### src/rtl/milley_observer.sv
// Receive-side observer for the 2-bit Mealy encoder (states C1..C4).
// Tracks the set of encoder states consistent with the symbol stream and decodes inputs.
module milley_observer (
  input  logic       clk,
  input  logic       reset,
  input  logic       sym_valid,
  input  logic [1:0] sym,
  output logic       dec_valid,
  output logic [1:0] dec_a,
  output logic       dec_ambig,
  output logic       dec_err,
  output logic [3:0] state_set,
  output logic       locked,
  output logic [7:0] err_cnt
);

  localparam int unsigned NUM_TRANS = 9;
  localparam int unsigned SET_W     = 4;
  localparam int unsigned CNT_W     = 8;

  typedef struct packed {
    logic [1:0]       src;  // source state index: 0=C1 .. 3=C4
    logic [1:0]       sym;
    logic [SET_W-1:0] dst;  // one-hot next state
    logic [1:0]       din;  // decoded input
  } trans_t;

  // Encoder emission table; C4/B2 appears twice because it is inherently ambiguous.
  function automatic trans_t table_entry(input int unsigned idx);
    trans_t e;
    case (idx)
      0:       e = '{src: 2'd0, sym: 2'b01, dst: 4'b0001, din: 2'b00};
      1:       e = '{src: 2'd0, sym: 2'b10, dst: 4'b0010, din: 2'b10};
      2:       e = '{src: 2'd0, sym: 2'b11, dst: 4'b0100, din: 2'b11};
      3:       e = '{src: 2'd1, sym: 2'b00, dst: 4'b0001, din: 2'b11};
      4:       e = '{src: 2'd2, sym: 2'b00, dst: 4'b1000, din: 2'b01};
      5:       e = '{src: 2'd2, sym: 2'b10, dst: 4'b0001, din: 2'b10};
      6:       e = '{src: 2'd2, sym: 2'b11, dst: 4'b0010, din: 2'b11};
      7:       e = '{src: 2'd3, sym: 2'b01, dst: 4'b1000, din: 2'b01};
      default: e = '{src: 2'd3, sym: 2'b01, dst: 4'b0010, din: 2'b11};
    endcase
    return e;
  endfunction

  trans_t           entry;
  logic             hit;
  logic             ambig;
  logic [1:0]       in_acc;
  logic [SET_W-1:0] cand;

  // Evaluate every candidate state against the incoming symbol.
  always_comb begin
    entry  = '0;
    hit    = 1'b0;
    ambig  = 1'b0;
    in_acc = 2'b00;
    cand   = '0;
    for (int unsigned i = 0; i < NUM_TRANS; i++) begin
      entry = table_entry(i);
      if (state_set[entry.src] && (entry.sym == sym)) begin
        cand = cand | entry.dst;
        if (!hit) begin
          hit    = 1'b1;
          in_acc = entry.din;
        end else if (entry.din != in_acc) begin
          ambig = 1'b1;
        end
      end
    end
  end

  always_ff @(posedge clk) begin
    if (reset) begin
      state_set <= SET_W'(1);
      dec_valid <= 1'b0;
      dec_a     <= 2'b00;
      dec_ambig <= 1'b0;
      dec_err   <= 1'b0;
      err_cnt   <= '0;
    end else if (sym_valid) begin
      dec_valid <= 1'b1;
      dec_a     <= (hit && !ambig) ? in_acc : 2'b00;
      dec_ambig <= hit && ambig;
      dec_err   <= !hit;
      // An impossible symbol means we lost track; resync to every state.
      state_set <= hit ? cand : {SET_W{1'b1}};
      if (!hit && (err_cnt != {CNT_W{1'b1}}))
        err_cnt <= err_cnt + CNT_W'(1);
    end else begin
      dec_valid <= 1'b0;
      dec_a     <= 2'b00;
      dec_ambig <= 1'b0;
      dec_err   <= 1'b0;
    end
  end

  assign locked = $onehot(state_set);

endmodule

### config.mk
export PLATFORM = sky130hd
export DESIGN_NAME = milley_observer
export DESIGN_NICKNAME = d
export VERILOG_FILES = /design/src/rtl/milley_observer.sv
export SDC_FILE = /design/constraint.sdc
export NUM_CORES = 1
export LEC_CHECK = 0
export ABC_CLOCK_PERIOD_IN_PS = 1800
export BUFFER_PORTS_ARGS = -buffer_cell sky130_fd_sc_hd__buf_4
export CAP_MARGIN = 40
export CORE_MARGIN = 10
export CORE_UTILIZATION = 46
export DETAILED_ROUTE_END_ITERATION = 12
export GPL_TIMING_DRIVEN = 1
export HOLD_SLACK_MARGIN = 0.12
export PLACE_DENSITY = 0.7
export SYNTH_ARGS = -nofsm -noshare
export SYNTH_HDL_FRONTEND = slang
export SYNTH_SLANG_ARGS = --single-unit
### constraint.sdc
create_clock -name clk -period 1.8 [get_ports clk]
set_clock_uncertainty 0.1 [all_clocks]
set_input_delay 0.18 -clock clk [delete_from_list [all_inputs] [get_ports clk]]
set_output_delay 0.18 -clock clk [all_outputs]
set_load 0.01 [all_outputs]
-- Yosys cells after proc, flatten, opt, wreduce, memory -nomap -nowiden
Index checks and enable logic that the tools add are counted.
- latch bits: 0
- output and inout port bits: 18
- bits in registers: 17
- input port bits: 5
- word-level logic and storage cells: 100
- memories: 0
- bits in read-only memories: 0
- bits in writable memories: 0
- equal/unequal tests: 12
- shift-type cells: 0
- $add $sub $neg: 4
- multiply operators: 0
- bitwise gates (word level): 2
- order comparisons: 0
- muxes and demuxes: 59
- divide/modulo/power cells: 0
- reduce and logical (&&, ||, !) cells: 17
- operators with widths (kind ; number):
    $mux 2 ; 19
    $mux 1 ; 36
    $mux 4 ; 3
    $logic_and 1x1->1 ; 11
    $ne 2x2->1 const A ; 5
    $add 8x1->8 const B ; 1
    $ne 8x8->1 const B ; 1
    $add 1x1->2 ; 2
    $eq 2x2->1 const A ; 2
    $ne 1x2->1 const A ; 2
    $add 2x2->3 ; 1
    $eq 3x1->1 const B ; 1
    $mux 3 ; 1
    $reduce_or 3->1 ; 1
    $eq 1x2->1 const A ; 1
    $logic_not 1->1 ; 2
    $logic_not 2->1 ; 1
    $not 1->1 ; 2
    $reduce_and 2->1 ; 1
    $reduce_or 2->1 ; 1

-- Depth between registers and ports, before layout
- depth after elaboration: 31
- mapped depth: 6
- depth with buffers taken out: 6

-- Worst setup path after synthesis
No wires, ideal clock.
- path kind: reg2out
- from: register state_set[0]
- to: output port locked
- data required time: 1.520 ns
- arrival: 1.913 ns
- buffers on the path: 0
- cell stages (with the launch flop): 7
- path slack: -0.393 ns
- cell sequence: dfxtp_1 -> inv_1 -> fa_1 -> inv_1 -> ha_1 -> ha_1 -> nor3b_1
- word-level cells in the longest chain between the ends: 3
- RTL lines (element ; RTL line ; source):
    from (decl) ; 12 ; output logic [3:0] state_set,
    from (signal assigned) ; 86 ; state_set <= hit ? cand : {SET_W{1'b1}};
    $add 1x1->2 (not written as such) ; 97 ; assign locked = $onehot(state_set);
    $add 2x2->3 (not written as such) ; 97 ;
    $eq 3x1->1 ; 97 ;
    to (decl) ; 13 ; output logic locked,
Every way passes these cells.

-- Final worst setup path
- from: register state_set[3]
- to: output port locked
The elaborated chain is that of the path after synthesis.

==> qor.txt <==
Die height = 65.91 µm
Adder-Cell Fraction of Synth Area = 5.935%
Count leader, synth = dfxtp_1
Worst rel slew slack = 73.77%
Worst reg2reg path startpoint = state_set[1]
Minimum clock period = 2267 ps
Hold depth = 4
Crit path kind = flop to output pin
Synthesized flop and latch total = 17
Diodes inserted = 0
Count of final hold-check violations = 0
Largest family of logic cells by synthesized area = simple AND/OR/NAND/NOR gates
Worst R2R End = err_cnt[0]
# DRC = 0
Drt initial violations = 47
Num Clock Sinks = 17
Pleak = 0.6258 nW
GRT Resource Usage Total = 13.86%
Maximum vdd drop = 487.0 µV
Rows = 16
RSZ-0062 raised after global routing = yes
HP Class = input port to flop
Max Slew Vio Count = 0
DP Worst Slack = -159.7 ps
Largest cells by area after synthesis = dfxtp_1, a21oi_1, ha_1, mux2i_1, nor2_1
Post-synth top cells = dfxtp_1, a21oi_1, nor2_1
First-pass iteration count of the detailed router = 5
Count of cell types in the netlist = 38
First-pass GRT wire length = 4788 µm
Die Area = 4344 µm²
Die Wd = 65.91 µm
Placement Cell Area = 1282 µm²
Cell count after synthesis = 109
CTS buffer count = 3
Port Buf Inserts = 22
Max Clock Freq = 0.4411 GHz
Syn_nets = 118
Proportion of synthesized area in mux cells = 4.258%
Maximum root-to-sink buffer count = 2
Clk_lat worst skew = 290 ps
Failing checks = negative setup slack
Int Pwr = 0.6547 mW
CP max-delay cell = fa_1
WP buf/inv = 3
Post-synthesis sequential area ratio = 35.10%
Fillers = 144
Core area = 1982 µm²
CP endpoint kind = output pin
Remaining Overflow, GRT = 0
Post-synthesis compound-gate area fraction = 16.65%
Reg2Reg Setup Slack = 0 ps
Data arrival, critical path = 1990 ps
Fin nets = 162
Worst-path cell chain = inv_2, fa_1, inv_2, ha_4, ha_4, nor3b_4, buf_6
CTS tree = yes
Clock transition at the registers of the reported paths = 90 ps
Pin count of the biggest net entering global routing = 16
Net Switching = 0.2921 mW
Xor/xnor cell area share of the yosys netlist = 0%
Worst setup margin = -466.8 ps
Finished Cell Area = 1519 µm²
Share of layout cells above drive strength 1 = 50.66%
Switch share = 30.85%
Initial Utilization = 48.93%
ANT nets after route = 0
Setup TNS = -471.3 ps
Outcome = finished with violations
Largest fanout on the critical path = 2
PD cells = 623.3 nW/µm²
Worst path max stage delay = 540 ps
Io pins = 23
Hold Crit Endpoint = dec_a[0]
Tcrit/Tclk final = 125.9%
Number of global-route vias before repair = 990
H-tree depth = 1
Hold path start = sym[0]
Pwr Total = 0.9468 mW
Vias post-DR = 1061
Avg Inst Size Synth = 8.896 µm²
R2r worst-path depth = 6
Post-Syn Area = 969.7 µm²
Drt wl/cell = 17.80 µm
Startpoint Class = flop
Cell taking the most area after synthesis = dfxtp_1
CTS Root Buffer Type = clkbuf_4
Endpoints failing setup = 2
Synth top area share = 35.10%
Vias/cell = 5.927
CP top delay family = adder cells
P&R area growth vs syn = 56.65%
Reg power frac = 42.6%
Simple-Gate Fraction of Synth Area = 31.10%
Worst Tran Pin Value = 393.0 ps
Detail Placement HPWL = 1940 µm
Routability cong. = 0.7432
Synth warn = 0
Ys async rst share = 0%
Number of synthesized flops with an enable pin = 0
Max-Cap Viols = 0
Worst EP required = 1520 ps
WP depth = 7
Initial antenna violation count = 0
Clock share of power = 21.4%
Ys flop type = dfxtp_1
Detailed Route WL = 3186 µm
Combinational power share = 35.9%
[power by group through the flow]
stage / combinational [mW] / clock (mW) / sequential, mW
after CTS: 0.311 / 0.210 / 0.403
after global placement: 0.252 / 0 / 0.410
after detailed placement: 0.261 / 0 / 0.411
final: 0.340 / 0.203 / 0.403
after floorplan: 0.139 / 0 / 0.424
after global routing: 0.361 / 0.220 / 0.406
[flip-flops by register name, summed over array words and instances, names as in the netlist]
register   flops
dec_a          2
dec_ambig      1
state_set      4
dec_err        1
err_cnt        8
dec_valid      1
[worst min-delay path, stage by stage]
cell     delay [ps]
buf_4           140
mux2i_1         100
o21ai_0          90
nor2_1           40
[worst max-delay path by stage]
stage | from | end
after floorplan | state_set[3] | locked
after global placement | state_set[3] | locked
after detailed placement | state_set[3] | locked
after CTS | state_set[3] | locked
after global routing | state_set[3] | locked
final | state_set[3] | locked
[stage by stage]
stage	util, %	std cells	hold slack (ps)
after global routing	76.64	179	200.8
after global placement	64.71	166	354.0
after CTS	71.84	177	142.7
final	76.64	179	189.3
after floorplan	-	109	238.5
after detailed placement	64.71	166	358.9
[per-layer routing]
layer  GRT usage [%]  vias up  routed length (µm)
met2           25.36       49                1675
met4           5.615        0                 110
li1                -      490                   -
met1           13.61      508                1173
met3           5.254       14                 226
met5               0        -                   0
[cell type report]
class	instances	area, µm²	share of cell area, %
inverters	7	26.28	1.730
flip-flops and latches	17	352.8	23.23
repair buffers	44	359.1	23.64
multi-input cells	80	720.7	47.45
well taps	27	33.78	2.224
clock buffers	4	26.28	1.730
[timing repair]
action,4_1_cts,5_1_grt
pin swaps,12,9
hold endpoints to repair,9,0
setup endpoints to repair,8,10
cloned,1,0
hold buffers,2,0
setup buffers,4,4
gates resized for setup,11,18
[kinds of logic after synthesis]
group           Yosys count
compound gates           26
fa+ha+maj                 4
buf+inv                  13
flops                    17
mux                       4
simple gates             45
[cells in the final DEF, fill, tap and decap left out, types with 3 or more instances in the layout]
cell type  count
a21oi_1        5
a21oi_2        4
and3_1         3
buf_4         38
buf_6          3
clkbuf_4       3
dfxtp_1       13
dfxtp_4        3
inv_1          3
inv_2          4
mux2i_1        3
nand2_1        4
nand2b_1       4
nand4_1        4
nor2_1         8
o21ai_0        5
or4_4          3
Power figures use the tool's default switching activity.
